--- config.mk ---
export PLATFORM = sky130hd
export DESIGN_NAME = decode_stage
export DESIGN_NICKNAME = d
export VERILOG_FILES = /design/src/rtl/decode_stage.sv
export SDC_FILE = /design/constraint.sdc
export NUM_CORES = 1
export LEC_CHECK = 0
export CORE_MARGIN = 2
export CORE_UTILIZATION = 45
export CTS_BUF_LIST = sky130_fd_sc_hd__clkbuf_8
export DETAILED_ROUTE_END_ITERATION = 8
export PLACE_DENSITY = 0.72
export SYNTH_ARGS = -nofsm -noshare
export SYNTH_HDL_FRONTEND = slang
export SYNTH_SLANG_ARGS = --single-unit
--- constraint.sdc ---
create_clock -name clk -period 23 [get_ports clk]
set_input_delay 6.9 -clock clk [delete_from_list [all_inputs] [get_ports clk]]
set_output_delay 6.9 -clock clk [all_outputs]
set_load 0.02 [all_outputs]
--- src/rtl/decode_stage.sv ---
// rtl/decode_stage.sv - RV32 instruction decode stage with an output queue
//
// Decodes one RV32 instruction per cycle and queues the decoded record
// (controls, register fields, immediate, pc) in a DEPTH-entry FIFO.
//
// Parameters: PC_W  - width of the pc carried with each instruction
//             DEPTH - output queue entries (1..8)
// Ports:      clk, rst (sync, active-high), flush (drop all entries)
//             in_valid/in_ready, instruction[31:0], pc[PC_W-1:0]  - input side
//             out_valid/out_ready plus decoded fields of the head entry
//             count[3:0] - occupied entries
// Build option: define DECODE_STAGE_RV32M_EN to decode the M extension.
module decode_stage #(
    parameter int PC_W  = 32,
    parameter int DEPTH = 2
) (
    input  logic            clk,
    input  logic            rst,
    input  logic            flush,
    input  logic            in_valid,
    output logic            in_ready,
    input  logic [31:0]     instruction,
    input  logic [PC_W-1:0] pc,
    output logic            out_valid,
    input  logic            out_ready,
    output logic [3:0]      alu_op,
    output logic            reg_write,
    output logic            mem_read,
    output logic            mem_write,
    output logic            branch,
    output logic            jump,
    output logic            illegal,
    output logic [4:0]      rd,
    output logic [4:0]      rs1,
    output logic [4:0]      rs2,
    output logic [2:0]      funct3,
    output logic [31:0]     imm,
    output logic [PC_W-1:0] out_pc,
    output logic [3:0]      count
);

    localparam logic [3:0] ALU_ADD  = 4'b0000, ALU_SUB = 4'b0001, ALU_SLL = 4'b0010,
                           ALU_SLT  = 4'b0011, ALU_SLTU = 4'b0100, ALU_XOR = 4'b0101,
                           ALU_SRL  = 4'b0110, ALU_SRA = 4'b0111, ALU_OR  = 4'b1000,
                           ALU_AND  = 4'b1001, ALU_PASS = 4'b1010;

    // Pointer width rounds storage up to a power of two so pointer and
    // array index widths always agree; slots beyond DEPTH are never written.
    localparam int PW    = (DEPTH > 1) ? $clog2(DEPTH) : 1;
    localparam int SLOTS = 1 << PW;

    typedef struct packed {
        logic [3:0]      alu_op;
        logic            reg_write;
        logic            mem_read;
        logic            mem_write;
        logic            branch;
        logic            jump;
        logic            illegal;
        logic [4:0]      rd;
        logic [4:0]      rs1;
        logic [4:0]      rs2;
        logic [2:0]      funct3;
        logic [31:0]     imm;
        logic [PC_W-1:0] pc;
    } rec_t;

    logic [6:0]  opcode, f7;
    logic [2:0]  f3;
    logic [31:0] imm_i, imm_s, imm_b, imm_u, imm_j;
    logic [3:0]  alu_f3;
    rec_t        dec, head;

    assign opcode = instruction[6:0];
    assign f3     = instruction[14:12];
    assign f7     = instruction[31:25];
    assign imm_i  = {{20{instruction[31]}}, instruction[31:20]};
    assign imm_s  = {{20{instruction[31]}}, instruction[31:25], instruction[11:7]};
    assign imm_b  = {{19{instruction[31]}}, instruction[31], instruction[7],
                     instruction[30:25], instruction[11:8], 1'b0};
    assign imm_u  = {instruction[31:12], 12'b0};
    assign imm_j  = {{11{instruction[31]}}, instruction[31], instruction[19:12],
                     instruction[20], instruction[30:21], 1'b0};

    // Base ALU operation selected by funct3 for R-type and I-ALU forms.
    always_comb begin
        alu_f3 = ALU_ADD;
        case (f3)
            3'b000: alu_f3 = ALU_ADD;
            3'b001: alu_f3 = ALU_SLL;
            3'b010: alu_f3 = ALU_SLT;
            3'b011: alu_f3 = ALU_SLTU;
            3'b100: alu_f3 = ALU_XOR;
            3'b101: alu_f3 = ALU_SRL;
            3'b110: alu_f3 = ALU_OR;
            default: alu_f3 = ALU_AND;
        endcase
    end

    always_comb begin
        dec        = '0;
        dec.rd     = instruction[11:7];
        dec.rs1    = instruction[19:15];
        dec.rs2    = instruction[24:20];
        dec.funct3 = f3;
        dec.pc     = pc;
        case (opcode)
            7'b0110011: begin
                if (f7 == 7'b0000000) begin
                    dec.reg_write = 1'b1;
                    dec.alu_op    = alu_f3;
                end else if (f7 == 7'b0100000 && (f3 == 3'b000 || f3 == 3'b101)) begin
                    dec.reg_write = 1'b1;
                    dec.alu_op    = (f3 == 3'b000) ? ALU_SUB : ALU_SRA;
`ifdef DECODE_STAGE_RV32M_EN
                end else if (f7 == 7'b0000001) begin
                    dec.reg_write = 1'b1;
                    case (f3)
                        3'b000:                 dec.alu_op = 4'b1100;
                        3'b001, 3'b010, 3'b011: dec.alu_op = 4'b1101;
                        3'b100, 3'b101:         dec.alu_op = 4'b1110;
                        default:                dec.alu_op = 4'b1111;
                    endcase
`endif
                end else begin
                    dec.illegal = 1'b1;
                end
            end
            7'b0010011: begin
                dec.reg_write = 1'b1;
                dec.imm       = imm_i;
                // SRAI is the only I-ALU form that uses the upper immediate bits
                dec.alu_op    = (f3 == 3'b101 && f7 == 7'b0100000) ? ALU_SRA : alu_f3;
            end
            7'b0000011: begin
                dec.mem_read  = 1'b1;
                dec.reg_write = 1'b1;
                dec.imm       = imm_i;
            end
            7'b0100011: begin
                dec.mem_write = 1'b1;
                dec.imm       = imm_s;
            end
            7'b1100011: begin
                dec.branch = 1'b1;
                dec.alu_op = ALU_SUB;
                dec.imm    = imm_b;
            end
            7'b0110111: begin
                dec.reg_write = 1'b1;
                dec.alu_op    = ALU_PASS;
                dec.imm       = imm_u;
            end
            7'b0010111: begin
                dec.reg_write = 1'b1;
                dec.imm       = imm_u;
            end
            7'b1101111: begin
                dec.jump      = 1'b1;
                dec.reg_write = 1'b1;
                dec.imm       = imm_j;
            end
            7'b1100111: begin
                dec.jump      = 1'b1;
                dec.reg_write = 1'b1;
                dec.imm       = imm_i;
            end
            default: dec.illegal = 1'b1;
        endcase
    end

    rec_t          mem [SLOTS];
    logic [PW-1:0] wr_ptr, rd_ptr;
    logic [3:0]    cnt;
    logic          push, pop;

    function automatic logic [PW-1:0] next_ptr(input logic [PW-1:0] p);
        return (p == PW'(DEPTH - 1)) ? '0 : p + PW'(1);
    endfunction

    assign in_ready  = (cnt < 4'(DEPTH));
    assign out_valid = (cnt != 4'd0);
    assign push      = in_valid && in_ready;
    assign pop       = out_valid && out_ready;
    assign count     = cnt;

    always_ff @(posedge clk) begin
        if (rst || flush) begin
            wr_ptr <= '0;
            rd_ptr <= '0;
            cnt    <= 4'd0;
        end else begin
            if (push) wr_ptr <= next_ptr(wr_ptr);
            if (pop)  rd_ptr <= next_ptr(rd_ptr);
            case ({push, pop})
                2'b10:   cnt <= cnt + 4'd1;
                2'b01:   cnt <= cnt - 4'd1;
                default: cnt <= cnt;
            endcase
        end
    end

    // Storage carries no reset; pointers and count alone define validity.
    always_ff @(posedge clk) begin
        if (push && !rst && !flush) mem[wr_ptr] <= dec;
    end

    assign head      = out_valid ? mem[rd_ptr] : '0;
    assign alu_op    = head.alu_op;
    assign reg_write = head.reg_write;
    assign mem_read  = head.mem_read;
    assign mem_write = head.mem_write;
    assign branch    = head.branch;
    assign jump      = head.jump;
    assign illegal   = head.illegal;
    assign rd        = head.rd;
    assign rs1       = head.rs1;
    assign rs2       = head.rs2;
    assign funct3    = head.funct3;
    assign imm       = head.imm;
    assign out_pc    = head.pc;

endmodule

# == Word-level counts from Yosys, hierarchy flattened ==
# Memory sizes are Yosys's and may differ from the RTL's. A register that Yosys moved wholly into a read port is not among the register bits.
# Cells that the tools add are included.
# word_totals
n_memories,1
elab_cells,69
ramBits,184
register_bits,6
mem_bits_ro,0
in_bits,69
latchBits,0
# op_classes
n_reduce_logical,19
n_mul,0
n_shift,0
mux,23
add_sub_neg,4
div,0
n_bitwise,0
order_cmp,1
eq_ne,18
# memory_table
name,words,width,read_ports,rd_clocked_by_memory_dff,write_ports,line,rtl
mem,2,92,1,1,1,172,rec_t mem [SLOTS];
# ops
operator,count
case mux 32 bit (5 select lines),1
2-to-1 mux 92 bit,1
"equality test 7 x 6 -> 1 bit, second input constant",4
case mux 4 bit (7 select lines),1
"equality test 7 bit, second input constant",3
case mux 4 bit (4 select lines),1
"equality test 7 x 5 -> 1 bit, second input constant",2
2-to-1 mux 1 bit,12
"equality test 3 bit, second input constant",3
2-to-1 mux 4 bit,2
case mux 4 bit (2 select lines),1
OR reduction 8 bit,1
"equality test 7 x 2 -> 1 bit, second input constant",1
logical NOT 7 bit,1
"equality test 3 x 2 -> 1 bit, second input constant",2
logical AND 1 bit,6
OR reduction 6 bit,1
2-to-1 mux 5 bit,1
"adder 4 x 1 -> 4 bit, second input constant",1
"< comparator 4 x 2 -> 1 bit, second input constant",1
case mux 1 bit (2 select lines),2
nonzero test 4 bit,1
OR reduction 2 bit,2
"subtractor 4 x 1 -> 4 bit, second input constant",1
10 further kinds,13

# == Logic depth before layout (Yosys ltp) ==
# logic_depth
ltp_word,6
mapped_depth,10

# == Least setup slack after synthesis ==
# No wires, ideal clock.
# synth_path
path_type,input -> register
start,input flush
end,memory mem[0][0] in the netlist's numbering (enable)
setup_slack_ps,8730
n_path_buf,1
arrival_ps,13615
stages,3
setup_ps,655
cell_sequence,or2_2 clkbuf_1 nor3_1
# synth_via
elab_chain_cells,4
# synth_rtl
element,line,rtl
start: declaration,19,"input logic flush,"
logical NOT 1 bit,205,if (push && !rst && !flush) mem[wr_ptr] <= dec;
logical AND 1 bit,205,
2-to-1 mux 1 bit,205,
2-to-1 mux 1 bit (not written as such),205,
end: declaration,172,
# No other way between the ends.

==> flow_metrics.py <==
metrics = {
    "timing": {
        "setup_slack_ns": 12.95,
        "maxSlewHeadroom_pct": 33.3,
        "setup_viol": 0,
        "setup_tns_ns": 0,
        "rsz0062_at_grt": "no",
        "layout_min_cycle_time_ns": 10.05,
        "hold_viol_final": 0,
        "final.period_utilization_pct": 43.7,
        "holdWs_ns": 0.537,
        "fmax_ghz": 0.0995,
        "finalMaxSlewViolations": 0,
        "skew_ns": 0.00878,
        "worst_pin_slew_ns": 1.00,
    },
    "logic_synthesis": {
        "yosys_warnings": 0,
        "synth_edf_count": 184,
        "syn-cell-area_um2": 8040,
        "synthCells": 542,
        "yosysMostFrequentCell": "edfxtp_1",
        "synth_top_area_share_pct": 68.8,
        "synth.distinct_cells": 51,
        "yosys-top-cells-area": "edfxtp_1, mux2i_1, nor2_1",
        "ys_dominant_reg_cell": "edfxtp_1",
        "ys_seq_elements": 191,
        "synthArstFlopShare_pct": 0,
        "yosysTopAreaCell": "edfxtp_1",
        "synth_common_cells": "edfxtp_1, nor2_1, mux2i_1, a21o_1, buf_2",
        "yosysSeqAreaShare_pct": 70.5,
        "synth_nets": 615,
        "syn_avg_cell_area_um2": 14.8,
    },
    "cts": {
        "cts_root_buffer": "clkbuf_8",
        "cts_sinks": 191,
        "postCtsSetupRepairBufs": 0,
        "htree_levels": 4,
        "clk_pin_slew_ns": 0.09,
        "ctsHoldBuffers": 0,
        "clockBufferDepth": 2,
        "cts-resized-gates": 0,
        "clock_latency_ns": 0.45,
        "numCtsBuffers": 17,
        "cts_tree": "built",
    },
    "worst_setup_path": {
        "cp.required_ns": 16.10,
        "path_cells": "buf_4 -> mux2i_1 -> nor2_1 -> clkdlybuf4s50_1",
        "end_kind": "output pin",
        "r2r_cells": 10,
        "path_buf_inv": 2,
        "crit_slowest_cell": "dfxtp_4",
        "cp-start-kind": "flip-flop",
        "critical_path_class": "flip-flop to output pin",
        "critPathArrivalTime_ns": 3.15,
        "crit_path_max_incr_delay_ns": 0.87,
        "path_max_fanout": 47,
        "cp_num_cells": 4,
        "crit_family": "buffers and inverters",
    },
    "global_routing": {
        "antenna_found_initial": 0,
        "grt_pass1_vias": 4825,
        "grt_overflow": 0,
        "gr-usage-all-layers_pct": 18.2,
        "grt_max_degree": 94,
        "grt_pass1_wl_mm": 25.6,
    },
    "placement": {
        "gp_congestion": 0.827,
        "dp_slack_ns": 13.43,
        "port-buffer-count": 166,
        "dp_hpwl_mm": 11.6,
    },
    "floorplanning": {
        "rows": 48,
        "die_width_um": 138,
        "start_util_pct": 46.3,
        "core_region_area_um2": 17400,
        "dieHeight_um": 138,
        "io_pins": 167,
        "design.die.area_um2": 18900,
    },
    "finish": {
        "n_fill_cell": 1311,
        "fin_util_pct": 59.4,
        "antennaDiodeCount": 0,
        "final_nets": 776,
        "multi_input_area_um2": 2200,
        "drive_above_1_share_pct": 6.98,
        "register_area_um2": 5670,
        "layout-area-overhead-vs-synth_pct": 28.2,
    },
    "run": {
        "max-cap-violations": 0,
    },
    "power_and_ir_drop": {
        "powerDensity_nw_per_um2": 67.9,
        "leakage_uw": 0.00342,
        "vdd_drop_max_uv": 33.9,
    },
    "routing": {
        "routedWlPerCell_um": 18.2,
        "drtIter0Drc": 419,
        "vias_per_cell": 5.25,
        "vias": 4936,
        "totalWireLength_mm": 17.1,
        "first_pass_iters": 6,
        "ant_nets": 0,
        "remaining_drc_errors": 0,
    },
    "status": {
        "outcome": "completed",
    },
    "min_path": {
        "whs_path_depth": 2,
        "hold_path_class": "flip-flop to flip-flop",
    },
}
-- layer usage --
| layer | global-route usage [%] | up-vias | share of wire, % |
|---|---|---|---|
| met5 | 0 | - | 0 |
| met1 | 25.6 | 2394 | 44 |
| met2 | 28.6 | 209 | 47 |
| li1 | - | 2314 | - |
| met3 | 3.86 | 19 | 7.9 |
| met4 | 5.27 | 0 | 1.2 |
-- sequential cells by signal (all words and copies together) (netlist names), named ones only --
signal / count
count: 4
wr_ptr: 1
mem: 184
rd_ptr: 1
-- metrics by stage --
stage	cell area [µm²]	cells	power [µW]
2_1_floorplan	8040	542	441
3_3_place_gp	9890	909	481
3_5_place_dp	9890	909	483
4_1_cts	10300	941	706
5_1_grt	10300	941	726
6_report	10300	941	699
-- worst reg2reg max path, cell delays in order, from the launching register on --
cell and delay (ns):
dfxtp_1 0.36, nor4_2 0.27, buf_4 0.77, inv_1 0.13, and2_1 0.24, ha_1 0.25, ha_1 0.30, a21o_1 0.18
a21oi_1 0.17, mux2i_1 0.22, mux2_2 0.35
-- report_power, final --
part | leakage [µW] | switching [µW] | internal, µW | total [µW]
clock network | 0.000204 | 109 | 116 | 225
registers | 0.00173 | 3.12 | 387 | 390
logic | 0.00149 | 46.6 | 38.4 | 85.0
total | 0.00342 | 159 | 541 | 699
-- cell usage in the layout, fill, tap and decap left out, drive strengths merged, types with 8 or more instances in the layout --
cell	instances
inv	9
a21o	22
mux2i	93
clkbuf	17
edfxtp	184
clkdlybuf4s50	166
clkinv	8
nand2	9
and2	9
nor2	109
-- final timing paths --
check	endpoint	from	slack (ns)
max	out_pc[22]	flip-flop	12.95
min	rd_ptr$_SDFFE_PP0P_	rd_ptr$_SDFFE_PP0P_	0.54
max reg2reg	count[3]$_SDFFE_PP0P_	count[3]$_SDFFE_PP0P_	19.63
min reg2reg	rd_ptr$_SDFFE_PP0P_	rd_ptr$_SDFFE_PP0P_	0.54
-- cell type report --
cell class | instances | share of cell area, %
clock buffer | 17 | 2.27
clock inverter | 15 | 1.71
inverter | 8 | 0.291
multi-input combinational | 312 | 21.3
sequential | 191 | 55.0
tap | 225 | 2.73
timing repair buffer | 173 | 16.6
-- logic make-up after synthesis --
logic type,after synthesis,share of synthesized area (%)
AOI/OAI and AO/OA,48,4.45
xor gates and xnor gates,6,0.654
adders and majority gates,4,0.716
buffers and inverters,39,2.34
DFF,191,70.5
muxes,94,11.7
and+or+nand+nor,160,9.61
(Power assumes the default switching activity.)
